==> src/rtl/mdu_pkg.sv <==
// Shared definitions for the multiply/divide unit: opcodes, FSM states,
// default timing parameters and small operand helpers.
package mdu_pkg;

   localparam logic [2:0] MDU_NOP   = 3'd0;
   localparam logic [2:0] MDU_MULT  = 3'd1;
   localparam logic [2:0] MDU_MULTU = 3'd2;
   localparam logic [2:0] MDU_DIV   = 3'd3;
   localparam logic [2:0] MDU_DIVU  = 3'd4;
   localparam logic [2:0] MDU_MTHI  = 3'd5;
   localparam logic [2:0] MDU_MTLO  = 3'd6;

   localparam int MUL_LAT_DEFAULT  = 2;
   localparam int DIV_ITER_DEFAULT = 32;

   typedef enum logic [1:0] {
      ST_IDLE = 2'd0,
      ST_MUL  = 2'd1,
      ST_DIV  = 2'd2,
      ST_FIX  = 2'd3
   } mdu_state_t;

   function automatic logic is_signed_op(input logic [2:0] op);
      return (op == MDU_MULT) || (op == MDU_DIV);
   endfunction

   function automatic logic is_mul_op(input logic [2:0] op);
      return (op == MDU_MULT) || (op == MDU_MULTU);
   endfunction

   function automatic logic is_div_op(input logic [2:0] op);
      return (op == MDU_DIV) || (op == MDU_DIVU);
   endfunction

   // Two's-complement magnitude when the operand is treated as signed.
   function automatic logic [31:0] mag32(input logic [31:0] v, input logic sgn);
      logic [31:0] r;
      if (sgn && v[31]) begin
         r = 32'd0 - v;
      end else begin
         r = v;
      end
      return r;
   endfunction

   function automatic logic [31:0] neg_if(input logic [31:0] v, input logic neg);
      logic [31:0] r;
      if (neg) begin
         r = 32'd0 - v;
      end else begin
         r = v;
      end
      return r;
   endfunction

endpackage

==> src/rtl/div_core.sv <==
// Radix-2 restoring division engine on unsigned magnitudes; one quotient bit
// per enabled step, no sign handling.
module div_core
   import mdu_pkg::*;
(
   input  logic        clk,
   input  logic        rst,
   input  logic        load,
   input  logic [31:0] dividend,
   input  logic [31:0] divisor,
   input  logic        step,
   output logic [31:0] quotient,
   output logic [31:0] remainder
);

   logic [31:0] rem_q;
   logic [31:0] quo_q;
   logic [31:0] dvs_q;
   logic [32:0] part;
   logic [32:0] diff;
   logic        fits;

   // The partial remainder is 33 bits wide only after the shift; a stored
   // remainder always stays below the divisor and therefore fits in 32 bits.
   always_comb begin
      part = {rem_q, quo_q[31]};
      diff = part - {1'b0, dvs_q};
      fits = (part >= {1'b0, dvs_q});
   end

   always_ff @(posedge clk) begin
      if (rst) begin
         rem_q <= 32'd0;
         quo_q <= 32'd0;
         dvs_q <= 32'd0;
      end else if (load) begin
         rem_q <= 32'd0;
         quo_q <= dividend;
         dvs_q <= divisor;
      end else if (step) begin
         if (fits) begin
            rem_q <= diff[31:0];
            quo_q <= {quo_q[30:0], 1'b1};
         end else begin
            rem_q <= part[31:0];
            quo_q <= {quo_q[30:0], 1'b0};
         end
      end else begin
         rem_q <= rem_q;
         quo_q <= quo_q;
         dvs_q <= dvs_q;
      end
   end

   assign quotient  = quo_q;
   assign remainder = rem_q;

endmodule

==> src/rtl/mult_div_unit.sv <==
// Multi-cycle multiply/divide unit holding the architectural HI/LO registers;
// isbusy tells the pipeline to stall HI/LO accesses until the result lands.
module mult_div_unit
   import mdu_pkg::*;
#(
   parameter int MUL_LAT  = MUL_LAT_DEFAULT,
   parameter int DIV_ITER = DIV_ITER_DEFAULT
) (
   input  logic        clk,
   input  logic        rst,
   input  logic [2:0]  EX_MDUOp,
   input  logic        EX_MDUStart,
   input  logic [31:0] EX_A,
   input  logic [31:0] EX_B,
   input  logic        MDU_cancel,
   output logic        isbusy,
   output logic [31:0] HI,
   output logic [31:0] LO,
   output logic        MDU_done
);

   mdu_state_t  state;
   logic [4:0]  counter;
   logic [31:0] a_q;
   logic [31:0] b_q;
   logic        sgn_q;
   logic [31:0] hi_q;
   logic [31:0] lo_q;
   logic        busy_q;
   logic        done_q;

   logic        accept;
   logic        div_load;
   logic        div_step;
   logic [31:0] div_quo;
   logic [31:0] div_rem;
   logic signed [32:0] mul_a;
   logic signed [32:0] mul_b;
   logic [63:0] product;
   logic [31:0] fix_hi;
   logic [31:0] fix_lo;

   assign accept   = EX_MDUStart && !MDU_cancel && (state == ST_IDLE);
   assign div_load = accept && is_div_op(EX_MDUOp);
   assign div_step = (state == ST_DIV);

   div_core u_div_core (
      .clk       (clk),
      .rst       (rst),
      .load      (div_load),
      .dividend  (mag32(EX_A, is_signed_op(EX_MDUOp))),
      .divisor   (mag32(EX_B, is_signed_op(EX_MDUOp))),
      .step      (div_step),
      .quotient  (div_quo),
      .remainder (div_rem)
   );

   // Sign/zero-extend to 33 bits so one signed multiplier serves both forms.
   always_comb begin
      mul_a   = $signed({sgn_q & a_q[31], a_q});
      mul_b   = $signed({sgn_q & b_q[31], b_q});
      product = 64'(64'(mul_a) * 64'(mul_b));
   end

   // Division by zero bypasses the magnitude result so signed and unsigned agree.
   always_comb begin
      if (b_q == 32'd0) begin
         fix_lo = 32'hFFFF_FFFF;
         fix_hi = a_q;
      end else begin
         fix_lo = neg_if(div_quo, sgn_q & (a_q[31] ^ b_q[31]));
         fix_hi = neg_if(div_rem, sgn_q & a_q[31]);
      end
   end

   always_ff @(posedge clk) begin
      if (rst) begin
         state   <= ST_IDLE;
         counter <= 5'd0;
         a_q     <= 32'd0;
         b_q     <= 32'd0;
         sgn_q   <= 1'b0;
         hi_q    <= 32'd0;
         lo_q    <= 32'd0;
         busy_q  <= 1'b0;
         done_q  <= 1'b0;
      end else begin
         done_q <= 1'b0;
         case (state)
            ST_IDLE: begin
               if (EX_MDUStart && !MDU_cancel) begin
                  case (EX_MDUOp)
                     MDU_MULT, MDU_MULTU: begin
                        a_q     <= EX_A;
                        b_q     <= EX_B;
                        sgn_q   <= is_signed_op(EX_MDUOp);
                        counter <= 5'(MUL_LAT - 1);
                        busy_q  <= 1'b1;
                        state   <= ST_MUL;
                     end
                     MDU_DIV, MDU_DIVU: begin
                        a_q     <= EX_A;
                        b_q     <= EX_B;
                        sgn_q   <= is_signed_op(EX_MDUOp);
                        counter <= 5'(DIV_ITER - 1);
                        busy_q  <= 1'b1;
                        state   <= ST_DIV;
                     end
                     MDU_MTHI: hi_q <= EX_A;
                     MDU_MTLO: lo_q <= EX_A;
                     default: ;
                  endcase
               end
            end
            ST_MUL: begin
               if (MDU_cancel) begin
                  busy_q <= 1'b0;
                  state  <= ST_IDLE;
               end else if (counter == 5'd0) begin
                  hi_q   <= product[63:32];
                  lo_q   <= product[31:0];
                  done_q <= 1'b1;
                  busy_q <= 1'b0;
                  state  <= ST_IDLE;
               end else begin
                  counter <= counter - 5'd1;
               end
            end
            ST_DIV: begin
               if (MDU_cancel) begin
                  busy_q <= 1'b0;
                  state  <= ST_IDLE;
               end else if (counter == 5'd0) begin
                  state <= ST_FIX;
               end else begin
                  counter <= counter - 5'd1;
               end
            end
            ST_FIX: begin
               if (!MDU_cancel) begin
                  hi_q   <= fix_hi;
                  lo_q   <= fix_lo;
                  done_q <= 1'b1;
               end
               busy_q <= 1'b0;
               state  <= ST_IDLE;
            end
            default: begin
               busy_q <= 1'b0;
               state  <= ST_IDLE;
            end
         endcase
      end
   end

   assign isbusy   = busy_q;
   assign HI       = hi_q;
   assign LO       = lo_q;
   assign MDU_done = done_q;

endmodule

==> config.mk <==
export PLATFORM = sky130hd
export DESIGN_NAME = mult_div_unit
export DESIGN_NICKNAME = d
export VERILOG_FILES = /design/src/rtl/mdu_pkg.sv /design/src/rtl/div_core.sv /design/src/rtl/mult_div_unit.sv
export SDC_FILE = /design/constraint.sdc
export NUM_CORES = 2
export LEC_CHECK = 0
export ABC_CLOCK_PERIOD_IN_PS = 10890
export CORE_MARGIN = 2
export CORE_UTILIZATION = 33
export CTS_BUF_LIST = sky130_fd_sc_hd__clkbuf_4
export CTS_CLUSTER_SIZE = 8
export DETAILED_ROUTE_END_ITERATION = 10
export GPL_ROUTABILITY_DRIVEN = 0
export PLACE_DENSITY = 0.51
export SYNTH_ARGS = -nofsm -noshare
export SYNTH_HDL_FRONTEND = slang
export SYNTH_SLANG_ARGS = --single-unit
==> constraint.sdc <==
create_clock -name clk -period 10.89 [get_ports clk]
set_input_delay 2.178 -clock clk [delete_from_list [all_inputs] [get_ports clk]]
set_output_delay 2.178 -clock clk [all_outputs]
set_load 0.01 [all_outputs]
# After elaboration in Yosys (flattened, before gate mapping)
# Cells that the tools add are included.
# word_totals
out_inout_bits	66
regBits	234
in_bits	71
elab_cells	115
# classes
eq_ne	22
n_reduce_logical	25
addsub	6
magnitude_cmp	1
multipliers	1
n_mux	44
bitwise	4
# ops
cell	count
$mux 32	19
$pmux 32 s3	2
$sub 1x32->32 const A	4
$mul 33x33->64	1
$ge 33x32->1	1
$logic_not 32->1	1
$sub 32x32->32	1
$pmux 5 s2	2
$ne 2x2->1 const B	8
$mux 5	3
$reduce_and 6->1	2
$mux 2	5
$eq 3x3->1 const B	3
$mux 1	9
$pmux 2 s4	1
$reduce_and 4->1	2
$reduce_or 2->1	4
$eq 3x2->1 const B	2
$logic_and 1x1->1	5
$logic_not 5->1	1
$reduce_and 5->1	1
$sub 5x1->5 const B	1
$eq 2x2->1 const B	2
$ne 2x1->1 const B	2
other kinds (17)	21

# Longest topological paths before layout
# logic_depth
ltp_word	6
depth_mapped	31
depth_no_buf	27

# Cells and area by module
# Synthesis repeated with hierarchy kept, for this count alone.
# unflattened
hier_cells	6246
hier_area_um2	53177.3
# modules_own_cells
mod	cells_per_inst	instances	area_each_um2	seq_area_each_um2
mult_div_unit	5491	1	47130.2	2762.6
div_core	755	1	6047.0	1921.8

# Worst setup path after synthesis
# Ideal clock, no wire load.
# synth_timing
path_type	register to register
startpoint	register a_q[31]
endpoint	register hi_q[31], in the netlist HI[31]
slack_ns	2.189
path_stages_with_launch	32
synth_period_minus_slack_ns	8.701
arrival_time_ns	8.640
path_cell_list	dfxtp_1 clkbuf_1 and2_0 clkbuf_1 buf_1 nand2_1 inv_1 fa_1 inv_1 fa_1 inv_1 fa_1 fa_1 inv_1 fa_1 inv_1 fa_1 inv_1 fa_1 fa_1 inv_1 ha_1 clkbuf_1 nand2_1 nor2_1 and3_1 a221o_1 a211oi_1 a21oi_1 or3_1 a31oi_1 o221a_1
# synth_between
elab_chain_len	5
word_cells_on_any_way	8
classes_between	mul (1); mux (6); bitwise (1)
# synth_rtl
item	line	rtl
from (decl)	mult_div_unit.sv:24	logic [31:0] a_q;
from (signal assigned)	mult_div_unit.sv:80	a_q <= 32'd0;
from (signal assigned)	mult_div_unit.sv:94	a_q <= EX_A;
from (signal assigned)	mult_div_unit.sv:102	a_q <= EX_A;
$and 1x1->1	mult_div_unit.sv:60, mult_div_unit.sv:72	
$mul 33x33->64 or $mux 32 (tied branches)	mult_div_unit.sv:62, mdu_pkg.sv:48	
$mux 32, on equally long branches	mult_div_unit.sv:119, mult_div_unit.sv:67	
$mux 32, on equally long branches	mult_div_unit.sv:116, mult_div_unit.sv:140	
$pmux 32 s3 (*)	mult_div_unit.sv:89	case (state)
to (signal assigned)	mult_div_unit.sv:120	hi_q <= product[63:32];
to (signal assigned)	mult_div_unit.sv:141	hi_q <= fix_hi;
to (decl)	mult_div_unit.sv:27	logic [31:0] hi_q;
# Mark *: on every way between the ends. The rest lies on a longest branch, timed or not. The select of a mux whose other input is x is not followed.
# A chain may end at the register's enable or synchronous reset.

# Worst setup path after layout
# layout_timing
startpoint	register sgn_q
endpoint	register hi_q[31], in the netlist HI[31]
# layout_between
elab_chain_len	5
word_cells_on_any_way	9
classes_between	mul (1); mux (6); bitwise (2)
# layout_rtl
item	line	rtl
from (decl)	mult_div_unit.sv:26	logic sgn_q;
from (signal assigned)	mult_div_unit.sv:96	sgn_q <= is_signed_op(EX_MDUOp);
from (signal assigned)	mult_div_unit.sv:104	sgn_q <= is_signed_op(EX_MDUOp);
$and 1x1->1, on equally long branches	mult_div_unit.sv:60, mult_div_unit.sv:72, mult_div_unit.sv:61	
$mul 33x33->64 or $mux 32 (tied branches)	mult_div_unit.sv:62, mdu_pkg.sv:48	
$mux 32, on equally long branches	mult_div_unit.sv:119, mult_div_unit.sv:67	
$mux 32, on equally long branches	mult_div_unit.sv:116, mult_div_unit.sv:140	
$pmux 32 s3 (*)	mult_div_unit.sv:89	
# Marked as above.

==> results.toml <==
[sta]
tightest_slew_ps = 1250
hold_viol = 0
grt_setup_unrepaired = "false"
skew_ps = 75.2
drv_slew = 0
hold_ws_ps = 450
max_freq_ghz = 0.103
min_period_over_period_pct = 89.3
timing.setup.tns_ps = 0
fin_crit_ps = 9730
setup_viol = 0
slew_headroom_pct = 16.6

[critical_path]
critPathArrivalTime_ps = 10490
crit_path_start_kind = "flop"
worstPathRequired_ps = 11660
critPathKind = "flop to flop"
worst-path-buf-inv = 7
crit_family = "adder cells"
timing.critical_path.mode_cell = "fa_1"
crit_slowest_cell = "and2_1"
timing.critical_path.slowest_cell_delay_ps = 850
cp_max_fo = 14
crit_path_end_kind = "flop"

[clocking]
root_buffer = "clkbuf_4"
cts_buffers = 78
clk_latency_ps = 850
postCtsSetupRepairBufs = 0
cts_tree = "built"
cts-resized-gates = 0
cts_sinks = 234
postCtsHoldBufs = 0
clockBufferDepth = 3
h-tree-depth = 3
clk_pin_slew_worst_paths_ps = 60

[outcome]
status = "completed"

[die]
start_util_pct = 33.3
die_w_um = 405
num_rows = 146
design.die.area_mm2 = 0.164
ios = 137
die_y_um = 405
coreArea_mm2 = 0.159

[global_route]
grt_use_total_pct = 22.0
grt_pass1_vias = 44100
antenna_found_initial = 8
grt_start_max_net_pins = 79
grt_overflow = 0
grt_pass1_wl_mm = 275

[route]
firstDrtPassIters = 6
drtAntennaViolNets = 0
via_per_inst = 5.17
drc = 0
routed_wl_mm = 177
vias = 42700
initialDrtViolationCount = 3045
routedWlPerCell_um = 21.4

[placed_design]
port-buffer-count = 136
dp_hpwl_mm = 141
dp_cells = 8119

[layout]
mostFrequentLayoutCell = "inv_1"
instances_no_fill = 8250
drive_gt1_share_pct = 4.26
fillCellCount = 16700
final_nets = 7579
area_delta_synth_final_pct = 7.93
final_cell_mix = "inv_1 (1190), fa_1 (1126), nand2_1 (973), and2_1 (356), nor2_1 (279)"
post-route-util_pct = 36.0

[hold_path]
min_path_type = "flop to flop"

[yosys]
ys_seq_area_share_pct = 8.85
async_reset_ff_share_pct = 0
synth_ff_type = "dfxtp_1"
syn_area_mm2 = 0.0529
avgSynthCellArea_um2 = 8.50
ys_ff_latch = 234
ys_warn_count = 0
yosysUniqueCellTypes = 87
synth_edf_count = 0
syn_nets = 7680
synthCells = 6228

[pwr]
worst_ir_drop_vdd_mv = 0.159
power_density_mw_per_mm2 = 106
leakagePower_nw = 26.2

[flow_run]
max-cap-violations = 0
where the power goes:
part	leakage [nW]	total, mW	internal [mW]	switching [mW]
Clock	0.576	0.975	0.525	0.450
Sequential	1.90	1.41	1.05	0.352
Combinational	23.7	3.65	1.35	2.30
Total	26.2	6.03	2.93	3.10
cells by family after synthesis:
| family | after synthesis | synth area share, % |
|---|---|---|
| buf+inv | 1614 | 11.5 |
| flops | 234 | 8.85 |
| mux | 58 | 1.10 |
| compound gates | 843 | 10.2 |
| simple gates | 1907 | 16.5 |
| fa+ha+maj | 1381 | 48.6 |
| xor+xnor | 191 | 3.21 |
layout make-up:
class	instances	area, um^2	share of cell area [%]
antenna	5	12.5	0.0219
clock buffer	109	818	1.43
clock inverter	17	149	0.261
inverter	1190	4470	7.82
multi-input combinational	4380	42200	73.9
sequential	234	4690	8.20
tap	2072	2590	4.54
timing repair buffer	243	2170	3.79
worst paths after layout:
kind | cells past startpoint | end | slack [ps] | startpoint
max | 27 | HI[31] | 1160 | sgn_q
min | 2 | u_div_core.dvs_q[21] | 450 | u_div_core.dvs_q[21]
max reg2reg | 27 | HI[31] | 1160 | sgn_q
min reg2reg | 2 | u_div_core.dvs_q[21] | 450 | u_div_core.dvs_q[21]
registers in the layout, indices dropped and copies added, names as in the netlist:
name                  flops
MDU_done                  1
u_div_core.dvs_q         32
a_q                      32
LO                       32
u_div_core.remainder     32
u_div_core.quotient      32
isbusy                    1
sgn_q                     1
HI                       32
state                     2
counter                   5
b_q                      32
tightest hold or removal path, stage by stage, from the launching register on:
cell and delay, ps:
dfxtp_1 310, nand2_1 50, a21oi_1 50
stage by stage:
step                instance area [um^2]  worst slack [ps]  power [mW]
floorplan                          52900              2190        3.68
global placement                   56200              1360        5.00
detailed placement                 56200              1250        5.00
CTS                                57100              1210        5.99
global route                       57100               750        6.42
finish                             57100              1160        6.03
synthesized netlist by cell type, types with 7 or more instances:
library cell / instances / area, um^2
nand4_1: 23 / 144
nand3b_1: 7 / 52.6
o31ai_1: 24 / 180
a221oi_1: 31 / 272
o21a_1: 21 / 158
nor3_1: 72 / 360
a21o_1: 49 / 368
o21ai_0: 156 / 781
ha_1: 255 / 3190
or4_1: 7 / 52.6
clkbuf_1: 409 / 1540
o21ai_1: 43 / 215
xnor2_1: 117 / 1020
a221o_1: 13 / 130
nor2_1: 282 / 1060
nor4_1: 29 / 181
nor2b_1: 12 / 75.1
o2111ai_1: 7 / 61.3
a22oi_1: 9 / 67.6
a211oi_1: 91 / 683
or2_2: 9 / 56.3
a311oi_1: 20 / 175
o41ai_1: 10 / 87.6
and2_1: 355 / 2220
a31oi_1: 27 / 169
buf_1: 9 / 33.8
and3_1: 27 / 169
mux2i_1: 56 / 561
or3_1: 20 / 125
xor2_1: 72 / 631
fa_1: 1126 / 22500
nand2_1: 973 / 3650
a21oi_1: 247 / 1240
inv_1: 1190 / 4470
nand2b_1: 19 / 119
o211ai_1: 12 / 90.1
nand3_1: 46 / 230
o21bai_1: 16 / 120
dfxtp_1: 234 / 4680
metal layers:
layer	part of all wire [%]	GRT usage (%)
met4	2.5	4.95
met3	5.4	2.24
met1	44	30.2
met2	49	37.1
met5	0.014	0
Power figures use the tool's default switching activity.
